--- src/rtl/sequencia_leds_pkg.sv ---
// Shared types and defaults for the LED sequence presenter: state codes, LED width, timing defaults.
package sequencia_leds_pkg;

   localparam int LED_WIDTH          = 4;
   localparam int N_ENDERECOS_PADRAO = 16;
   localparam int T_ACESO_PADRAO     = 1000;
   localparam int T_APAGADO_PADRAO   = 500;

   // Codes are also what the 7-segment debug display shows.
   typedef enum logic [3:0] {
      INICIAL = 4'd0,
      PREPARA = 4'd1,
      ACESO   = 4'd2,
      APAGADO = 4'd3,
      PROXIMO = 4'd4,
      FIM     = 4'd5
   } estado_t;

   function automatic int largura_timer(input int a, input int b);
      return $clog2(((a > b) ? a : b) + 1);
   endfunction

endpackage

--- src/rtl/sequencia_leds_if.sv ---
// Control/ROM-side bundle of the LED sequence presenter; SEQUENCIA_LEDS_PARAR_EN adds the parar abort line.
interface sequencia_leds_if #(
   parameter int AW = 4
);
   import sequencia_leds_pkg::*;

   logic                 mostrar;
   logic [AW-1:0]        limite;
   logic [LED_WIDTH-1:0] dado_memoria;
   logic [AW-1:0]        endereco;
   logic [LED_WIDTH-1:0] leds;
   logic                 ocupado;
   logic                 fim;
   logic [3:0]           db_estado;
`ifdef SEQUENCIA_LEDS_PARAR_EN
   logic                 parar;

   modport slave  (input  mostrar, limite, dado_memoria, parar,
                   output endereco, leds, ocupado, fim, db_estado);
   modport master (output mostrar, limite, dado_memoria, parar,
                   input  endereco, leds, ocupado, fim, db_estado);
`else
   modport slave  (input  mostrar, limite, dado_memoria,
                   output endereco, leds, ocupado, fim, db_estado);
   modport master (output mostrar, limite, dado_memoria,
                   input  endereco, leds, ocupado, fim, db_estado);
`endif

endinterface

--- src/rtl/sequencia_leds_timer.sv ---
// Modulo-M down-counter: zera reloads M-1, conta decrements, fim flags the last counted cycle.
module sequencia_leds_timer #(
   parameter int W = 4
) (
   input  logic         clock,
   input  logic         reset,
   input  logic         zera,
   input  logic         conta,
   input  logic [W-1:0] modulo,
   output logic         fim
);

   logic [W-1:0] cnt_q, cnt_d;

   assign fim = conta && (cnt_q == '0);

   always_comb begin
      cnt_d = cnt_q;
      if (zera)
         cnt_d = modulo - W'(1);
      else if (conta)
         cnt_d = cnt_q - W'(1);
   end

   always_ff @(posedge clock or negedge reset) begin
      if (!reset)
         cnt_q <= '0;
      else
         cnt_q <= cnt_d;
   end

endmodule

--- src/rtl/sequencia_leds.sv ---
// Plays ROM entries 0..limite on the LEDs (on-time then dark gap each); outputs decoded from registered state.
// Optional SEQUENCIA_LEDS_PARAR_EN adds a parar input that aborts presentation back to INICIAL without fim.
module sequencia_leds
   import sequencia_leds_pkg::*;
#(
   parameter int N_ENDERECOS = N_ENDERECOS_PADRAO,
   parameter int T_ACESO     = T_ACESO_PADRAO,
   parameter int T_APAGADO   = T_APAGADO_PADRAO
) (
   input  logic           clock,
   input  logic           reset,
   sequencia_leds_if.slave bus
);

   localparam int AW = $clog2(N_ENDERECOS);
   localparam int TW = largura_timer(T_ACESO, T_APAGADO);

   localparam logic [3:0] S_INICIAL = INICIAL;
   localparam logic [3:0] S_PREPARA = PREPARA;
   localparam logic [3:0] S_ACESO   = ACESO;
   localparam logic [3:0] S_APAGADO = APAGADO;
   localparam logic [3:0] S_PROXIMO = PROXIMO;
   localparam logic [3:0] S_FIM     = FIM;

   localparam logic [TW-1:0] MOD_ACESO   = TW'(T_ACESO);
   localparam logic [TW-1:0] MOD_APAGADO = TW'(T_APAGADO);

   logic [3:0]           estado_q, estado_d;
   logic [AW-1:0]        endereco_q, endereco_d;
   logic [AW-1:0]        limite_q, limite_d;
   logic [LED_WIDTH-1:0] dado_q, dado_d;

   logic          conta, zera, timer_fim, parar_ativo;
   logic [TW-1:0] modulo;

`ifdef SEQUENCIA_LEDS_PARAR_EN
   assign parar_ativo = bus.parar;
`else
   assign parar_ativo = 1'b0;
`endif

   // The timer is reloaded in every non-counting state and on each expiry, so
   // ACESO and APAGADO always start from a full period.
   assign conta  = (estado_q == S_ACESO) || (estado_q == S_APAGADO);
   assign zera   = !conta || timer_fim;
   assign modulo = (estado_q == S_ACESO) ? MOD_APAGADO : MOD_ACESO;

   sequencia_leds_timer #(.W(TW)) u_timer (
      .clock  (clock),
      .reset  (reset),
      .zera   (zera),
      .conta  (conta),
      .modulo (modulo),
      .fim    (timer_fim)
   );

   always_comb begin
      estado_d   = estado_q;
      endereco_d = endereco_q;
      limite_d   = limite_q;
      dado_d     = dado_q;
      case (estado_q)
         S_INICIAL: begin
            endereco_d = '0;
            if (bus.mostrar && !parar_ativo) begin
               limite_d = bus.limite;
               estado_d = S_PREPARA;
            end
         end
         S_PREPARA: begin
            dado_d   = bus.dado_memoria;
            estado_d = S_ACESO;
         end
         S_ACESO: begin
            if (timer_fim)
               estado_d = S_APAGADO;
         end
         S_APAGADO: begin
            if (timer_fim) begin
               if (endereco_q == limite_q) begin
                  estado_d = S_FIM;
               end else begin
                  // Advance here so the ROM sees the new address during PROXIMO
                  // and its data is ready by the end of PREPARA.
                  endereco_d = endereco_q + AW'(1);
                  estado_d   = S_PROXIMO;
               end
            end
         end
         S_PROXIMO: estado_d = S_PREPARA;
         S_FIM: begin
            endereco_d = '0;
            estado_d   = S_INICIAL;
         end
         default: begin
            endereco_d = '0;
            estado_d   = S_INICIAL;
         end
      endcase
      if (parar_ativo && (estado_q != S_INICIAL)) begin
         endereco_d = '0;
         estado_d   = S_INICIAL;
      end
   end

   always_ff @(posedge clock or negedge reset) begin
      if (!reset) begin
         estado_q   <= S_INICIAL;
         endereco_q <= '0;
         limite_q   <= '0;
         dado_q     <= '0;
      end else begin
         estado_q   <= estado_d;
         endereco_q <= endereco_d;
         limite_q   <= limite_d;
         dado_q     <= dado_d;
      end
   end

   assign bus.endereco  = endereco_q;
   assign bus.leds      = (estado_q == S_ACESO) ? dado_q : '0;
   assign bus.ocupado   = (estado_q != S_INICIAL);
   assign bus.fim       = (estado_q == S_FIM);
   assign bus.db_estado = estado_q;

endmodule

--- src/flat_wrapper.sv ---
// flat-port wrapper written by rule: the top's interface ports become plain ports
module sequencia_leds_flat import sequencia_leds_pkg::*;
#(
   parameter int N_ENDERECOS = N_ENDERECOS_PADRAO,
   parameter int T_ACESO     = T_ACESO_PADRAO,
   parameter int T_APAGADO   = T_APAGADO_PADRAO
)
  (clock, reset, bus_mostrar, bus_limite, bus_dado_memoria, bus_endereco, bus_leds, bus_ocupado, bus_fim, bus_db_estado);
  sequencia_leds_if bus_i ();
  input  logic clock;
  input  logic reset;
  input wire logic [$bits(bus_i.mostrar)-1:0] bus_mostrar;
  input wire logic [$bits(bus_i.limite)-1:0] bus_limite;
  input wire logic [$bits(bus_i.dado_memoria)-1:0] bus_dado_memoria;
  output wire logic [$bits(bus_i.endereco)-1:0] bus_endereco;
  output wire logic [$bits(bus_i.leds)-1:0] bus_leds;
  output wire logic [$bits(bus_i.ocupado)-1:0] bus_ocupado;
  output wire logic [$bits(bus_i.fim)-1:0] bus_fim;
  output wire logic [$bits(bus_i.db_estado)-1:0] bus_db_estado;
  assign bus_i.mostrar = bus_mostrar;
  assign bus_i.limite = bus_limite;
  assign bus_i.dado_memoria = bus_dado_memoria;
  assign bus_endereco = bus_i.endereco;
  assign bus_leds = bus_i.leds;
  assign bus_ocupado = bus_i.ocupado;
  assign bus_fim = bus_i.fim;
  assign bus_db_estado = bus_i.db_estado;
  sequencia_leds #(.N_ENDERECOS(N_ENDERECOS), .T_ACESO(T_ACESO), .T_APAGADO(T_APAGADO)) u_core (.clock(clock), .reset(reset), .bus(bus_i));
endmodule
--- config.mk ---
export PLATFORM = sky130hd
export DESIGN_NAME = sequencia_leds_flat
export DESIGN_NICKNAME = d
export VERILOG_FILES = /design/src/rtl/sequencia_leds_pkg.sv /design/src/rtl/sequencia_leds_if.sv /design/src/rtl/sequencia_leds_timer.sv /design/src/rtl/sequencia_leds.sv /design/src/flat_wrapper.sv
export SDC_FILE = /design/constraint.sdc
export NUM_CORES = 1
export LEC_CHECK = 0
export CORE_ASPECT_RATIO = 0.75
export CORE_MARGIN = 2
export CORE_UTILIZATION = 42
export DETAILED_ROUTE_END_ITERATION = 8
export GPL_ROUTABILITY_DRIVEN = 0
export PLACE_DENSITY = 0.64
export SYNTH_ARGS = -nofsm -noshare
export SYNTH_HDL_FRONTEND = slang
export SYNTH_SLANG_ARGS = --single-unit
--- constraint.sdc ---
create_clock -name clock -period 3.19 [get_ports clock]
set_input_delay 0.319 -clock clock [delete_from_list [all_inputs] [get_ports clock]]
set_output_delay 0.319 -clock clock [all_outputs]
set_load 0.005 [all_outputs]
# ---- Word-level counts from Yosys, hierarchy flattened
# Cells that the tools add are included.
dict set report classes {
  addsub 3
  eq_ne 10
  mux 12
  n_bitwise 1
  reduce_logical 12
}
# operator n
set ops {}
lappend ops {{10-bit 2-to-1 mux} 3}
lappend ops {{4-bit 2-to-1 mux} 6}
lappend ops {{4-bit one-hot mux with 5 select lines} 1}
lappend ops {{10-bit by 1-bit subtractor with 10-bit output, second input constant} 2}
lappend ops {{10-bit logical NOT} 1}
lappend ops {{4-bit by 2-bit equality test with 1-bit output, second input constant} 2}
lappend ops {{4-bit by 3-bit equality test with 1-bit output, second input constant} 2}
lappend ops {{4-bit one-hot mux with 2 select lines} 1}
lappend ops {{3-bit AND reduction} 2}
lappend ops {{4-bit by 1-bit adder with 4-bit output, second input constant} 1}
lappend ops {{4-bit by 1-bit equality test with 1-bit output, second input constant} 1}
lappend ops {{4-bit equality test} 1}
lappend ops {{4-bit logical NOT} 1}
lappend ops {{2-bit by 1-bit inequality test with 1-bit output, second input constant} 2}
lappend ops {{2-bit inequality test, second input constant} 2}
lappend ops {{4-bit nonzero test} 1}
lappend ops {{3-bit OR reduction} 1}
lappend ops {{1-bit logical OR} 2}
lappend ops {{2-bit AND reduction} 1}
lappend ops {{2-bit nonzero test} 1}
lappend ops {{1-bit logical AND} 1}
lappend ops {{1-bit logical NOT} 1}
lappend ops {{1-bit 2-to-1 mux} 1}
lappend ops {{1-bit NOT} 1}
dict set report totals {
  regBits 26
  input_bits 11
  elab_cells 43
}

# ---- Depth between registers and ports, before layout
dict set report logic_depth {
  depth_word 5
  ltp_mapped 9
  depth_no_buf 8
}

# ---- Cells and area by module
# Synthesis repeated with hierarchy kept, for this count alone.
dict set report unflattened {
  cells_unflattened 165
  area_unflattened_um2 1724.2
}
# module n_inst cells_each area_per_inst_um2 seq_area_each_um2
set by_module_without_submodules {}
lappend by_module_without_submodules {sequencia_leds 1 74 895.9 375.4}
lappend by_module_without_submodules {sequencia_leds_timer 1 91 828.3 250.2}

# ---- Worst setup path after synthesis
# OpenSTA, ideal clock, no wires.
dict set report synth_timing {
  kind {register to register}
  start {register u_core.u_timer.cnt_q[7]}
  end {register u_core.u_timer.cnt_q[8]}
  setup_time_ps 131
  arrival_ps 2159
  slack_ps 899
  stages_incl_launch_ff 9
  n_path_buf 0
  path_cell_list {dfrtp_1 -> nor4_4 -> a41oi_4 -> nand2_1 -> ha_1 -> or4b_1 -> nor4_1 -> xnor2_1 -> nand2_1}
}
dict set report synth_between {
  elab_chain_len 4
  elab_cells_between_ends 7
}
# item line
set synth_rtl {}
lappend synth_rtl {{start, declared} sequencia_leds_timer.sv:13} ;# logic [W-1:0] cnt_q, cnt_d;
lappend synth_rtl {{start signal, assigned} sequencia_leds_timer.sv:29} ;# cnt_q <= cnt_d;
lappend synth_rtl {{parallel branches: the longest is 4 deep, another holds 10-bit by 1-bit subtractor with 10-bit output} --}
# Parallel ways; which one is timed is not known. The select of a mux whose other input is x is not followed.
# A chain may end at the register's enable or synchronous reset.

# ---- Worst setup path in the final report
# Ends and elaborated chain as after synthesis.

==> results by group <==
Pwr
  – PD cells: 336 nW/um2
  – Switching Power: ~0.12 mW
  – Clk pwr share: approximately a third
  – Leak: between 0.6 and 0.7 nW
  – Logic pwr share: 6.6%
  – Cell-internal power: ~0.43 mW
  – Worst vdd ir: 0.000242 V
  – Flop pwr share: between 50% and 60%
  – Pwr Total: 0.549 mW
  – Switching Fraction: between 20% and 30%

Setup path
  – CP max stage cell: or4b_1
  – WS Path Type: reg2reg
  – CP Data Required Time: between 3 and 4 ns
  – Cell mode on critical path: nand2_1
  – Worst Path Max Fanout: 8
  – Startpoint types: flop
  – Crit path cell chain: nor4_4 -> a41oi_4 -> nand2_1 -> ha_1 -> or4b_1 -> nor4_1 -> xnor2_1 -> nand2_1
  – Nature of the critical path endpoint: flop
  – Largest stage delay, worst path: about 0.48 ns
  – CP Data Arrival Time: 2.72 ns

Synthesis
  – Dominant cells by area after synthesis: dfrtp_1, mux2_2, nand2_1
  – EDFF count, synth: 0
  – Mapped Cells: around 120
  – Post-synth cell types: 37
  – Mux contribution to synthesized area: under 10%
  – Largest family of logic cells by synthesized area: simple AND/OR/NAND/NOR gates
  – Part of the Yosys area used for sequential elements: a little under half
  – Main synth FF type: dfrtp_1
  – Post-synthesis compound-gate area fraction: about 8%
  – Top cell type's share of synthesized area: between 40 and 50%
  – Mapped Nets: ~140
  – YS warnings: 0
  – Ys async rst share: between 90% and 100%
  – Synthesized flop and latch total: 25
  – Post-Synth Adder-Cell Area: 1.89%
  – Post-Synth Simple-Gate Area: between 20 and 25%
  – Post-Syn Area: ~1300 um2
  – Post-synthesis xor/xnor area fraction: between 6 and 7%
  – Area leader, netlist: dfrtp_1
  – Mapped Avg Cell Area: between 10 and 15 um2

Floorplanning
  – Die Y: about 53 um
  – Die area: 3620 um2
  – Starting Density: ~44%
  – Io pins: 25
  – Core ar.: a little under 3000 um2
  – Num rows: 17
  – Width of the die: 68.8 um

STA
  – RSZ-0062 raised after global routing: false
  – Setup tns final: 0 ns
  – Max-Slew Margin vs Limit: 49.6%
  – Worst-Margin Slew: around 0.75 ns
  – Final min period: 2.57 ns
  – FMAX: between 300 and 400 MHz
  – Clock skew after layout: 0.00972 ns
  – Final worst slack: 0.624 ns
  – Fin crit share: 80.4%
  – Final setup fails: 0
  – Final hold violations: 0
  – Max-slew violations: 0
  – Final hold slack: 0.409 ns

GRT
  – Overflow after GRT: 0
  – Global-route wire length before repair: about 4600 um
  – Largest net degree at the start of global routing: 26
  – Initial antenna violation count: 0
  – Tot GR Track Use: a little under a fifth
  – Vias in the first global route: about 950

Clock network
  – Maximum clock path buffer count: 2
  – Clock Latency Late Sink: around 0.27 ns
  – TritonCTS sink count: 25
  – Post-CTS setup buffer count: 0
  – Post-CTS Resized: 0
  – Clock H-tree levels: 1
  – CTS buffer count: 3
  – CTS clock-pin slew for the worst setup and hold paths: ~0.090 ns
  – Post-CTS Hold Buffers: 0
  – TritonCTS clock tree: done
  – Root Driver: clkbuf_8

Drt
  – Iteration-0 DRC Markers: 91
  – Post-Route WL: 2670 um
  – DR vias: 970
  – Detail Route Antenna Nets: 0
  – DRC: 0
  – Pre-antenna DRT Iters: 5
  – WL per Instance: between 10 and 15 um
  – Via-to-Cell Ratio: 5.22

Placement
  – Placed Instances: between 150 and 200
  – Area post-placement: approximately 1600 um2
  – HPWL reported at the end of detailed placement: between 1500 and 2000 um
  – I/O Buffers: 23
  – Post-Place Setup Slack: 0.633 ns

Cells and area
  – Final Util: 54.9%
  – Area Growth Syn to Fin: 23.6%
  – Cell area after layout: about 1600 um2
  – Most common cell after layout, fill and taps aside: dfrtp_1
  – Most frequent cells in the layout: dfrtp_1, clkdlybuf4s50_1, nand2_1, nor2_1, mux2_2
  – Layout Cells excl Fill: approximately 190
  – Layout cells sized above 1: 13.5%
  – Layout Nets: 162
  – ANT cells: 0
  – FILL cells: 281

Status
  – Status: finished, final reports clean

Hold path
  – Hold Crit Class: in2async

Flow run
  – MaxCap Viol Count: 0
==> cells by family after synthesis <==
family	Yosys count
adder cells (fa/ha/maj)	2
AND/OR/NAND/NOR	57
XOR/XNOR	10
flip-flops	25
multiplexers	10
buffers and inverters	8
other	1
AO/OA/AOI/OAI	11
==> power by group through the flow <==
stage / combinational (mW) / clock (mW) / sequential, mW
floorplan: 0.0116 / 0 / 0.330
global placement: 0.0359 / 0 / 0.331
detailed placement: 0.0367 / 0 / 0.331
CTS: 0.0371 / 0.192 / 0.325
global route: 0.0406 / 0.207 / 0.326
finish: 0.0361 / 0.188 / 0.325
==> flip-flops by register name, indices dropped and copies added, names as in the netlist <==
register / flops
u_core.u_timer.cnt_q: 10
u_core.bus.endereco: 4
u_core.dado_q: 4
u_core.limite_q: 4
u_core.bus.db_estado: 3
==> worst max-delay path: cells and delay by family, from the launching register on <==
family / cells / cell delay (ns)
compound gates: 1 / 0.23
simple gates: 5 / 1.42
fa+ha+maj: 1 / 0.19
flops: 1 / 0.44
xor+xnor: 1 / 0.17
==> metal layers <==
metal / vias to the layer above / routed length, um / track usage [%] / part of all wire [%]
li1: 481 / - / - / -
met4: 0 / 17 / 3.92 / 0.64
met3: 2 / 155 / 7.10 / 5.8
met2: 21 / 1090 / 25.2 / 41
met5: - / 0 / 0 / 0
met1: 466 / 1410 / 26.5 / 53
==> Yosys cell counts (2+ instances only) <==
master and n:
nor4_1 3, mux2i_1 2, o41ai_1 2, nor2_1 13, a21oi_1 3, or3_1 4
dfrtp_1 25, nor3b_1 2, and2_1 4, nor3_1 2, xor2_1 6, nand2_1 15
ha_1 2, nand3_1 3, mux2_2 8, xnor2_1 4, clkbuf_1 3, inv_1 4
==> cell type report <==
class | instances | area [um2] | area share, %
multi-input cells | 91 | 663 | 40.6
repair buffers | 24 | 238 | 14.5
clock buffers | 4 | 45.0 | 2.76
well taps | 38 | 47.5 | 2.91
inverters | 4 | 15.0 | 0.919
flip-flops and latches | 25 | 626 | 38.3
==> path summary, 6_finish.rpt <==
path / from / slack, ns / cells after the start / end
max in group asynchronous: reset / 2.52 / 2 / u_core.u_timer.cnt_q[0]
setup reg to reg: u_core.u_timer.cnt_q[7] / 0.62 / 8 / u_core.u_timer.cnt_q[8]
hold reg to reg: u_core.dado_q[3] / 0.51 / 1 / u_core.dado_q[3]
setup / recovery: u_core.u_timer.cnt_q[7] / 0.62 / 8 / u_core.u_timer.cnt_q[8]
min in group clock: u_core.dado_q[3] / 0.51 / 1 / u_core.dado_q[3]
hold / removal: reset / 0.41 / 2 / u_core.bus.db_estado[1]
(Power assumes the default switching activity.)
